<file path="src/rtl/stat_report_framer_pkg.sv">
// Shared definitions for the pet status report framer and its host-side decoder.
package stat_report_framer_pkg;

  localparam int FRAME_LEN = 7;
  localparam int IDX_W     = 3;

  localparam logic [7:0] HEADER_DEFAULT = 8'hA5;

  typedef enum logic {
    IDLE,
    SEND
  } state_e;

  typedef logic [IDX_W-1:0] byte_idx_t;

  localparam byte_idx_t LAST_IDX = byte_idx_t'(FRAME_LEN - 1);

endpackage

</file>
<file path="src/rtl/stat_report_framer_if.sv">
// Valid/ready byte stream from the framer to the UART transmitter.
interface stat_report_framer_if
  import stat_report_framer_pkg::*;
  ();

  logic       tx_valid;
  logic [7:0] tx_data;
  logic       tx_ready;

  modport master (output tx_valid, output tx_data, input tx_ready);
  modport slave  (input tx_valid, input tx_data, output tx_ready);

endinterface

</file>
<file path="src/rtl/stat_report_framer_report_trigger.sv">
// Decides when a report frame should start: divides the one-second tick,
// merges host requests, and remembers one trigger that arrives while a
// frame is already on the wire. Further triggers are counted as overruns.
module report_trigger
  import stat_report_framer_pkg::*;
#(
  parameter logic [7:0] PERIOD_TICKS = 8'd1
) (
  input  logic       clk,
  input  logic       reset,
  input  logic       tick_i,
  input  logic       req_i,
  input  logic       busy_i,
  output logic       start_o,
  output logic [7:0] overrun_cnt_o
);

  localparam logic [7:0] LAST_TICK = PERIOD_TICKS - 8'd1;

  logic [7:0] tickCnt_q, tickCnt_d;
  logic       pending_q, pending_d;
  logic [7:0] overrun_q, overrun_d;
  logic       tickHit;
  logic       trigger;

  // Tick divider, trigger merge and the single-deep pending slot.
  always_comb begin
    tickCnt_d = tickCnt_q;
    pending_d = pending_q;
    overrun_d = overrun_q;
    tickHit   = 1'b0;

    if ((PERIOD_TICKS != 8'd0) && tick_i) begin
      if (tickCnt_q == LAST_TICK) begin
        tickCnt_d = 8'd0;
        tickHit   = 1'b1;
      end else begin
        tickCnt_d = tickCnt_q + 8'd1;
      end
    end

    trigger = req_i | tickHit;
    start_o = !busy_i && (trigger || pending_q);

    if (busy_i) begin
      if (trigger) begin
        if (!pending_q) begin
          pending_d = 1'b1;
        end else if (overrun_q != 8'hFF) begin
          overrun_d = overrun_q + 8'd1;
        end
      end
    end else if (start_o) begin
      pending_d = 1'b0;
    end
  end

  // Trigger-side state registers.
  always_ff @(posedge clk) begin
    if (reset) begin
      tickCnt_q <= 8'd0;
      pending_q <= 1'b0;
      overrun_q <= 8'd0;
    end else begin
      tickCnt_q <= tickCnt_d;
      pending_q <= pending_d;
      overrun_q <= overrun_d;
    end
  end

  assign overrun_cnt_o = overrun_q;

endmodule

</file>
<file path="src/rtl/stat_report_framer.sv">
// Snapshots the six pet stats plus the status byte and streams them out as a
// 7-byte frame: header, three packed stat bytes, status, sequence, XOR checksum.
module stat_report_framer
  import stat_report_framer_pkg::*;
#(
  parameter logic [7:0] HEADER       = HEADER_DEFAULT,
  parameter logic [7:0] PERIOD_TICKS = 8'd1
) (
  input  logic                        clk,
  input  logic                        reset,
  input  logic                        tick,
  input  logic                        req,
  input  logic [3:0]                  hunger,
  input  logic [3:0]                  happiness,
  input  logic [3:0]                  health,
  input  logic [3:0]                  hygiene,
  input  logic [3:0]                  energy,
  input  logic [3:0]                  social,
  input  logic [7:0]                  status,
  stat_report_framer_if.master        tx,
  output logic                        busy,
  output logic [7:0]                  seq,
  output logic [7:0]                  overrun_cnt
);

  state_e    state_q, state_d;
  byte_idx_t byteIdx_q, byteIdx_d;
  byte_idx_t nextIdx;
  logic [7:0]  chk_q, chk_d;
  logic [7:0]  accChk;
  logic        txValid_q, txValid_d;
  logic [7:0]  txData_q, txData_d;
  logic        busy_q, busy_d;
  logic [7:0]  seq_q, seq_d;
  logic [23:0] statSnap_q, statSnap_d;
  logic [7:0]  statusSnap_q, statusSnap_d;
  logic [7:0]  seqSnap_q, seqSnap_d;
  logic        start;

  report_trigger #(
    .PERIOD_TICKS (PERIOD_TICKS)
  ) uTrigger (
    .clk           (clk),
    .reset         (reset),
    .tick_i        (tick),
    .req_i         (req),
    .busy_i        (state_q == SEND),
    .start_o       (start),
    .overrun_cnt_o (overrun_cnt)
  );

  // Frame sequencing: snapshot on start, then advance one byte per accepted transfer.
  always_comb begin
    state_d      = state_q;
    byteIdx_d    = byteIdx_q;
    chk_d        = chk_q;
    txValid_d    = txValid_q;
    txData_d     = txData_q;
    busy_d       = busy_q;
    seq_d        = seq_q;
    statSnap_d   = statSnap_q;
    statusSnap_d = statusSnap_q;
    seqSnap_d    = seqSnap_q;
    nextIdx      = byteIdx_q + byte_idx_t'(1);
    accChk       = chk_q ^ txData_q;

    case (state_q)
      IDLE: begin
        if (start) begin
          statSnap_d   = {hunger, happiness, health, hygiene, energy, social};
          statusSnap_d = status;
          seqSnap_d    = seq_q;
          byteIdx_d    = '0;
          chk_d        = 8'd0;
          txValid_d    = 1'b1;
          txData_d     = HEADER;
          busy_d       = 1'b1;
          state_d      = SEND;
        end
      end
      SEND: begin
        if (txValid_q && tx.tx_ready) begin
          chk_d = accChk;
          if (byteIdx_q == LAST_IDX) begin
            txValid_d = 1'b0;
            busy_d    = 1'b0;
            seq_d     = seq_q + 8'd1;
            state_d   = IDLE;
          end else begin
            byteIdx_d = nextIdx;
            case (nextIdx)
              3'd1:    txData_d = statSnap_q[23:16];
              3'd2:    txData_d = statSnap_q[15:8];
              3'd3:    txData_d = statSnap_q[7:0];
              3'd4:    txData_d = statusSnap_q;
              3'd5:    txData_d = seqSnap_q;
              default: txData_d = accChk;
            endcase
          end
        end
      end
    endcase
  end

  // Framer state registers; reset abandons any frame in flight.
  always_ff @(posedge clk) begin
    if (reset) begin
      state_q      <= IDLE;
      byteIdx_q    <= '0;
      chk_q        <= 8'd0;
      txValid_q    <= 1'b0;
      txData_q     <= 8'd0;
      busy_q       <= 1'b0;
      seq_q        <= 8'd0;
      statSnap_q   <= 24'd0;
      statusSnap_q <= 8'd0;
      seqSnap_q    <= 8'd0;
    end else begin
      state_q      <= state_d;
      byteIdx_q    <= byteIdx_d;
      chk_q        <= chk_d;
      txValid_q    <= txValid_d;
      txData_q     <= txData_d;
      busy_q       <= busy_d;
      seq_q        <= seq_d;
      statSnap_q   <= statSnap_d;
      statusSnap_q <= statusSnap_d;
      seqSnap_q    <= seqSnap_d;
    end
  end

  assign tx.tx_valid = txValid_q;
  assign tx.tx_data  = txData_q;
  assign busy        = busy_q;
  assign seq         = seq_q;

endmodule

</file>
<file path="src/flat_wrapper.sv">
// flat-port wrapper written by rule: the top's interface ports become plain ports
module stat_report_framer_flat import stat_report_framer_pkg::*;
#(
  parameter logic [7:0] HEADER       = HEADER_DEFAULT,
  parameter logic [7:0] PERIOD_TICKS = 8'd1
)
  (clk, reset, tick, req, hunger, happiness, health, hygiene, energy, social, status, busy, seq, overrun_cnt, tx_tx_valid, tx_tx_data, tx_tx_ready);
  stat_report_framer_if tx_i ();
  input  logic clk;
  input  logic reset;
  input  logic tick;
  input  logic req;
  input  logic [3:0] hunger;
  input  logic [3:0] happiness;
  input  logic [3:0] health;
  input  logic [3:0] hygiene;
  input  logic [3:0] energy;
  input  logic [3:0] social;
  input  logic [7:0] status;
  output logic busy;
  output logic [7:0] seq;
  output logic [7:0] overrun_cnt;
  output wire logic [$bits(tx_i.tx_valid)-1:0] tx_tx_valid;
  output wire logic [$bits(tx_i.tx_data)-1:0] tx_tx_data;
  input wire logic [$bits(tx_i.tx_ready)-1:0] tx_tx_ready;
  assign tx_tx_valid = tx_i.tx_valid;
  assign tx_tx_data = tx_i.tx_data;
  assign tx_i.tx_ready = tx_tx_ready;
  stat_report_framer #(.HEADER(HEADER), .PERIOD_TICKS(PERIOD_TICKS)) u_core (.clk(clk), .reset(reset), .tick(tick), .req(req), .hunger(hunger), .happiness(happiness), .health(health), .hygiene(hygiene), .energy(energy), .social(social), .status(status), .tx(tx_i), .busy(busy), .seq(seq), .overrun_cnt(overrun_cnt));
endmodule
</file>
<file path="config.mk">
export PLATFORM = sky130hd
export DESIGN_NAME = stat_report_framer_flat
export DESIGN_NICKNAME = d
export VERILOG_FILES = /design/src/rtl/stat_report_framer_pkg.sv /design/src/rtl/stat_report_framer_if.sv /design/src/rtl/stat_report_framer_report_trigger.sv /design/src/rtl/stat_report_framer.sv /design/src/flat_wrapper.sv
export SDC_FILE = /design/constraint.sdc
export NUM_CORES = 1
export LEC_CHECK = 0
export CAP_MARGIN = 25
export CORE_ASPECT_RATIO = 0.6
export CORE_MARGIN = 2
export CORE_UTILIZATION = 40
export DETAILED_ROUTE_END_ITERATION = 10
export PLACE_DENSITY = 0.72
export SYNTH_ARGS = -nofsm -noshare
export SYNTH_HDL_FRONTEND = slang
export SYNTH_SLANG_ARGS = --single-unit
</file>
<file path="constraint.sdc">
create_clock -name clk -period 2.35 [get_ports clk]
set_input_delay 0.235 -clock clk [delete_from_list [all_inputs] [get_ports clk]]
set_output_delay 0.235 -clock clk [all_outputs]
set_load 0.03 [all_outputs]
</file>
==> metrics, run 1 <==
WL final 10.03 mm; Post-Synthesis Cells 482; maximum clock insertion buffer count 2; Post-synth EDFFs 0; skew final 0.005050 ns; initial DRC count 294; Syn Std Cell Area 3934 µm²; antenna violations before repair 0; Post-synth ARST share 0%; crit path time final 2.129 ns; DP Area 4684 µm²; H-Tree Level Count 3; wire length per cell 14.99 µm; die width 132.0 µm; slew margin rel. 65.82%; cell area after layout 4974 µm²; max frequency 469.6 MHz; Worst setup SP type register; Diodes inserted 0; RSZ-0062 raised after global routing false; worst skew pair latency 0.34 ns; post-CTS setup repair buffer count 0; core area 9358 µm²; CTS clk-pin slew, worst paths 0.06 ns; io pins 63; Fin. Hold Viols 0; Hold-fix buffers, CTS 0; worst reg2reg path depth 6; first-pass GRT wire length 16.06 mm; Worst-Margin Slew 0.5087 ns; WHS 0.3427 ns; Chip Height 80.82 µm; crit end category register; grt ovf 0; gpl congestion 0.8421; post-synthesis register bit count 86; Pwr Density 671.6 nW/µm²; Via Count 3578; initial core utilization 42.04%; Final nets 581; Hold Path Depth 2; worst vdd ir 0.0003713 V; vias in the first global route 3222; synthesized netlist net count 528; drt pass-1 iters 5; Die Area 10670 µm²; Sum Neg Setup Slack 0 ns; sequential share of the synthesized area 43.77%; crit share post-route 90.61%; ys flop type dfxtp_1; Design Power 0.003340 W; worst-path fanout max 6; yosys warns 0; CTS tree built; Num CTS Buffers 9; CTS resizes 0; clk root buf clkbuf_16; GRT Util Overall 19.16%; Finish-stage setup viols 0; layout cells sized above 1 7.792%; maxcap violations 0; vias per inst 5.348; Netlist cell types 47; FP Rows 27; Area Overhead vs Synth 26.43%; Avg Synthesized Cell Area 8.161 µm²; largest net degree at the start of global routing 43; Crit Path Class register to register; DRC Markers 0; Sink Count 86; DPL Wire Length 7.200 mm; Worst EP arrival 2.34 ns; status completed; IO Port Bufs 62; Lkg Pwr 1.814 nW; HP Class input port to register; Slew Limit Fails 0; post-route ant nets 0; Req. time, crit path 2.56 ns
[where the power goes]
part | internal (W) | total (W) | leakage, nW | switching (W)
Combinational | 0.000172 | 0.000386 | 0.965 | 0.000214
Sequential | 0.00152 | 0.00156 | 0.701 | 0.0000468
Clock | 0.000838 | 0.00139 | 0.148 | 0.000554
Total | 0.00253 | 0.00334 | 1.81 | 0.000815
[synth_stat cells (4+ instances only)]
cell type | n | share of area, %
nand2_1 | 117 | 11
dfxtp_1 | 86 | 44
a21oi_1 | 58 | 7.4
nor2_1 | 31 | 3.0
nand3_1 | 22 | 2.8
clkbuf_1 | 16 | 1.5
xor2_1 | 16 | 3.6
buf_2 | 12 | 1.5
xnor2_1 | 11 | 2.4
nor3_1 | 10 | 1.3
ha_1 | 9 | 2.9
o21ai_0 | 9 | 1.1
a311oi_1 | 7 | 1.6
inv_1 | 7 | 0.67
a22oi_1 | 6 | 1.1
and3_1 | 6 | 0.95
nand4_1 | 6 | 0.95
a221oi_1 | 4 | 0.89
nor4_1 | 4 | 0.64
[sequential cells by signal, summed over array words and instances (netlist names), 3 cells and up]
register,cells
u_core.uTrigger.tickCnt_q,8
u_core.statSnap_q,24
u_core.uTrigger.overrun_cnt_o,8
u_core.seqSnap_q,8
u_core.chk_q,8
u_core.seq,8
u_core.tx.tx_data,8
u_core.statusSnap_q,8
u_core.byteIdx_q,3
[final timing paths]
kind	from	endpoint	slack, ns
setup reg to reg	u_core.byteIdx_q[1]	u_core.tx.tx_data[2]	0.22
hold reg to reg	u_core.statSnap_q[7]	u_core.statSnap_q[7]	0.45
setup / recovery	u_core.byteIdx_q[1]	u_core.tx.tx_data[2]	0.22
hold / removal	reset	u_core.byteIdx_q[1]	0.34
[per-stage QoR]
stage / worst slack [ns] / utilization, % / instances
floorplan: 0.4778 / - / 482
global placement: 0.2797 / 50.06 / 654
detailed placement: 0.2350 / 50.06 / 654
CTS: 0.2235 / 53.15 / 669
global route: 0.05420 / 53.15 / 669
finish: 0.2207 / 53.15 / 669
[cells by family (layout without fill, tap and decap cells)]
logic type / Yosys count / after routing / synth area share (%)
multiplexers: 3 / 3 / 0.7952
buffers and inverters: 39 / 96 / 4.294
flip-flops: 86 / 86 / 43.77
XOR/XNOR: 27 / 27 / 6.011
AO/OA/AOI/OAI: 104 / 104 / 17.11
adder cells (fa/ha/maj): 9 / 9 / 2.863
AND/OR/NAND/NOR: 214 / 214 / 25.16
[placed cells by master, fill, tap and decap left out, types with 6 or more instances in the layout]
master | synthesis | final
clkbuf_16 | 0 | 9
and3_1 | 6 | 6
nand3_1 | 22 | 22
inv_1 | 7 | 7
o21ai_0 | 9 | 9
nand2_1 | 117 | 117
dfxtp_1 | 86 | 86
ha_1 | 9 | 9
xor2_1 | 16 | 16
a22oi_1 | 6 | 6
nand4_1 | 6 | 6
nor2_1 | 31 | 31
nor3_1 | 10 | 10
a311oi_1 | 7 | 7
xnor2_1 | 11 | 11
buf_4 | 2 | 10
a21oi_1 | 58 | 58
clkdlybuf4s50_1 | 0 | 61
[final cells by class]
class                      count  area, µm²
inverter                       7      26.28
sequential                    86       1722
clock inverter                 5      50.05
tap                          130      162.7
timing repair buffer          74      730.7
fill                         856       4384
clock buffer                  10      239.0
multi-input combinational    357       2043
[critical path, cell delays in order (launching register included)]
cell and delay (ns):
dfxtp_1 0.43, ha_1 0.29, xnor2_1 0.19, mux2_2 0.44
nand2b_1 0.22, nor3_1 0.36, a2111oi_2 0.08
[routing by layer]
| metal | routed length [µm] | vias up | GRT usage (%) |
|---|---|---|---|
| li1 | - | 1774 | - |
| met1 | 4953 | 1669 | 27.57 |
| met2 | 4253 | 126 | 28.02 |
| met3 | 719 | 9 | 5.243 |
| met4 | 100 | 0 | 5.652 |
| met5 | 0 | - | 0 |
(Power assumes the default switching activity.)
==> inputs of run 2 (changes only) <==
Settings changed: CTS_CLUSTER_DIAMETER from default to 120, GPL_ROUTABILITY_DRIVEN from default to 0.
==> results of run 2 <==
The final DEF is identical to that of run 1; final timing and power are the same.
==> inputs of run 3 (changes only) <==
Settings changed: CTS_BUF_LIST from default to sky130_fd_sc_hd__clkbuf_16.
==> metrics, run 3 (synthesis gave the netlist of run 1 again) <==
Lkg Pwr 1.808 nW (was 1.814 nW); post-route ant nets 0 (unchanged); status completed (unchanged); leading cell type in the layout, fill and taps excluded nand2_1 (unchanged); worst skew pair latency 0.34 ns (about the same); Diodes inserted 0 (unchanged); H-Tree Level Count 3 (unchanged); worst-path fanout max 6 (unchanged); Biggest register u_core.statSnap_q (unchanged); Worst-Margin Slew 0.5080 ns (was 0.5087 ns); skew final 0.005840 ns (was 0.005050 ns); DRC Markers 0 (unchanged); initial DRC count 307 (was 294); Pwr Density 665.8 nW/µm² (was 671.6 nW/µm²); Via Count 3545 (was 3578); Sum Neg Setup Slack 0 ns (unchanged); RSZ-0062 raised after global routing false (unchanged); clk root buf clkbuf_16 (unchanged); slew margin rel. 65.87% (was 65.82%); grt ovf 0 (unchanged); dpl cells 654 (unchanged); Num CTS Buffers 9 (unchanged); CTS resizes 0 (unchanged); maximum clock insertion buffer count 2 (unchanged); wire length per cell 14.93 µm (was 14.99 µm); most frequent cells in the layout nand2_1 (117), dfxtp_1 (86), clkdlybuf4s50_1 (61) (unchanged); post-CTS setup repair buffer count 0 (unchanged); largest net degree at the start of global routing 43 (unchanged); multi-input logic area 2043 µm² (unchanged); crit-path max cell delay 0.44 ns (about the same); vias in the first global route 3233 (was 3222); Final nets 581 (unchanged); drt pass-1 iters 5 (unchanged); max frequency 467.5 MHz (was 469.6 MHz); io pins 63 (unchanged); CP Buf/Inv Count 0 (unchanged); die width 132.0 µm (unchanged); core area 9358 µm² (unchanged); Largest delay share family, worst path simple AND/OR/NAND/NOR gates (unchanged); layout cells sized above 1 7.607% (was 7.792%); initial core utilization 42.04% (unchanged); DPL Wire Length 7.200 mm (unchanged); storage element area 1722 µm² (unchanged); HP Class input port to register (unchanged); max reg flops 24 (unchanged); crit end category register (unchanged); WL final 9.987 mm (was 10.03 mm); vias per inst 5.299 (was 5.348); Fill cells 856 (unchanged); Chip Height 80.82 µm (unchanged); Hold-fix buffers, CTS 0 (unchanged); Worst setup SP type register (unchanged); worst vdd ir 0.0003682 V (was 0.0003713 V); Design Power 0.003305 W (was 0.003340 W); Req. time, crit path 2.55 ns (was 2.56 ns); CTS tree built (unchanged); GRT Util Overall 19.24% (was 19.16%); CP max-delay cell mux2_2 (unchanged); Fin. Hold Viols 0 (unchanged); IO Port Bufs 62 (unchanged); first-pass GRT wire length 16.10 mm (was 16.06 mm); Worst EP arrival 2.34 ns (about the same); Area Overhead vs Synth 26.18% (was 26.43%); Sink Count 86 (unchanged); Finish-stage setup viols 0 (unchanged); Crit Path Class register to register (unchanged); Slew Limit Fails 0 (unchanged); CTS clk-pin slew, worst paths 0.06 ns (about the same); Die Area 10670 µm² (unchanged); maxcap violations 0 (unchanged); CP cell instances ha_1 -> xnor2_1 -> mux2_2 -> nand2b_1 -> nor3_1 -> a2111oi_2 (unchanged); FP Rows 27 (unchanged); crit share post-route 91.03% (was 90.61%); Finished Layout Cells 669 (unchanged); crit path time final 2.139 ns (was 2.129 ns); antenna violations before repair 0 (unchanged)
==> run 3: final timing paths <==
path	from	to	slack [ns]	cells past startpoint
max	u_core.byteIdx_q[1]	u_core.tx.tx_data[5]	0.21	6
min reg2reg	u_core.statSnap_q[7]	u_core.statSnap_q[7]	0.45	2
min	reset	u_core.byteIdx_q[1]	0.35	2
max reg2reg	u_core.byteIdx_q[1]	u_core.tx.tx_data[5]	0.21	6
==> run 3: cell type report <==
cell class                      count  share of cell area (%)
Clock buffer                        9                   4.537
Clock inverter                      6                   1.084
Inverter                            7                  0.5294
Multi-Input combinational cell    357                   41.16
Sequential cell                    86                   34.69
Tap cell                          130                   3.277
Timing Repair Buffer               74                   14.72
==> run 3: per-stage QoR <==
| step | hold slack (ns) | cell area, µm² | worst slack (ns) | util, % |
|---|---|---|---|---|
| floorplan | 0.3710 | 3934 | 0.4778 | - |
| global placement | 0.4432 | 4684 | 0.2797 | 50.06 |
| detailed placement | 0.4472 | 4684 | 0.2350 | 50.06 |
| CTS | 0.3267 | 4964 | 0.2239 | 53.04 |
| global route | 0.3649 | 4964 | 0.05411 | 53.04 |
| finish | 0.3459 | 4964 | 0.2108 | 53.04 |
==> run 3: routing by layer <==
metal | routed length, µm | up-vias | part of all wire, % | global-route usage, %
met3 | 650 | 8 | 6.5 | 5.805
met5 | 0 | - | 0 | 0
met4 | 79 | 0 | 0.79 | 5.326
met1 | 5018 | 1653 | 50 | 27.54
met2 | 4238 | 108 | 42 | 28.07
li1 | - | 1776 | - | -
==> run 3: power by group <==
part | internal (W) | total [W] | switching (W)
clock network | 0.000805 | 0.00136 | 0.000552
logic | 0.000172 | 0.000385 | 0.000213
registers | 0.00152 | 0.00156 | 0.0000464
total | 0.00249 | 0.00330 | 0.000812
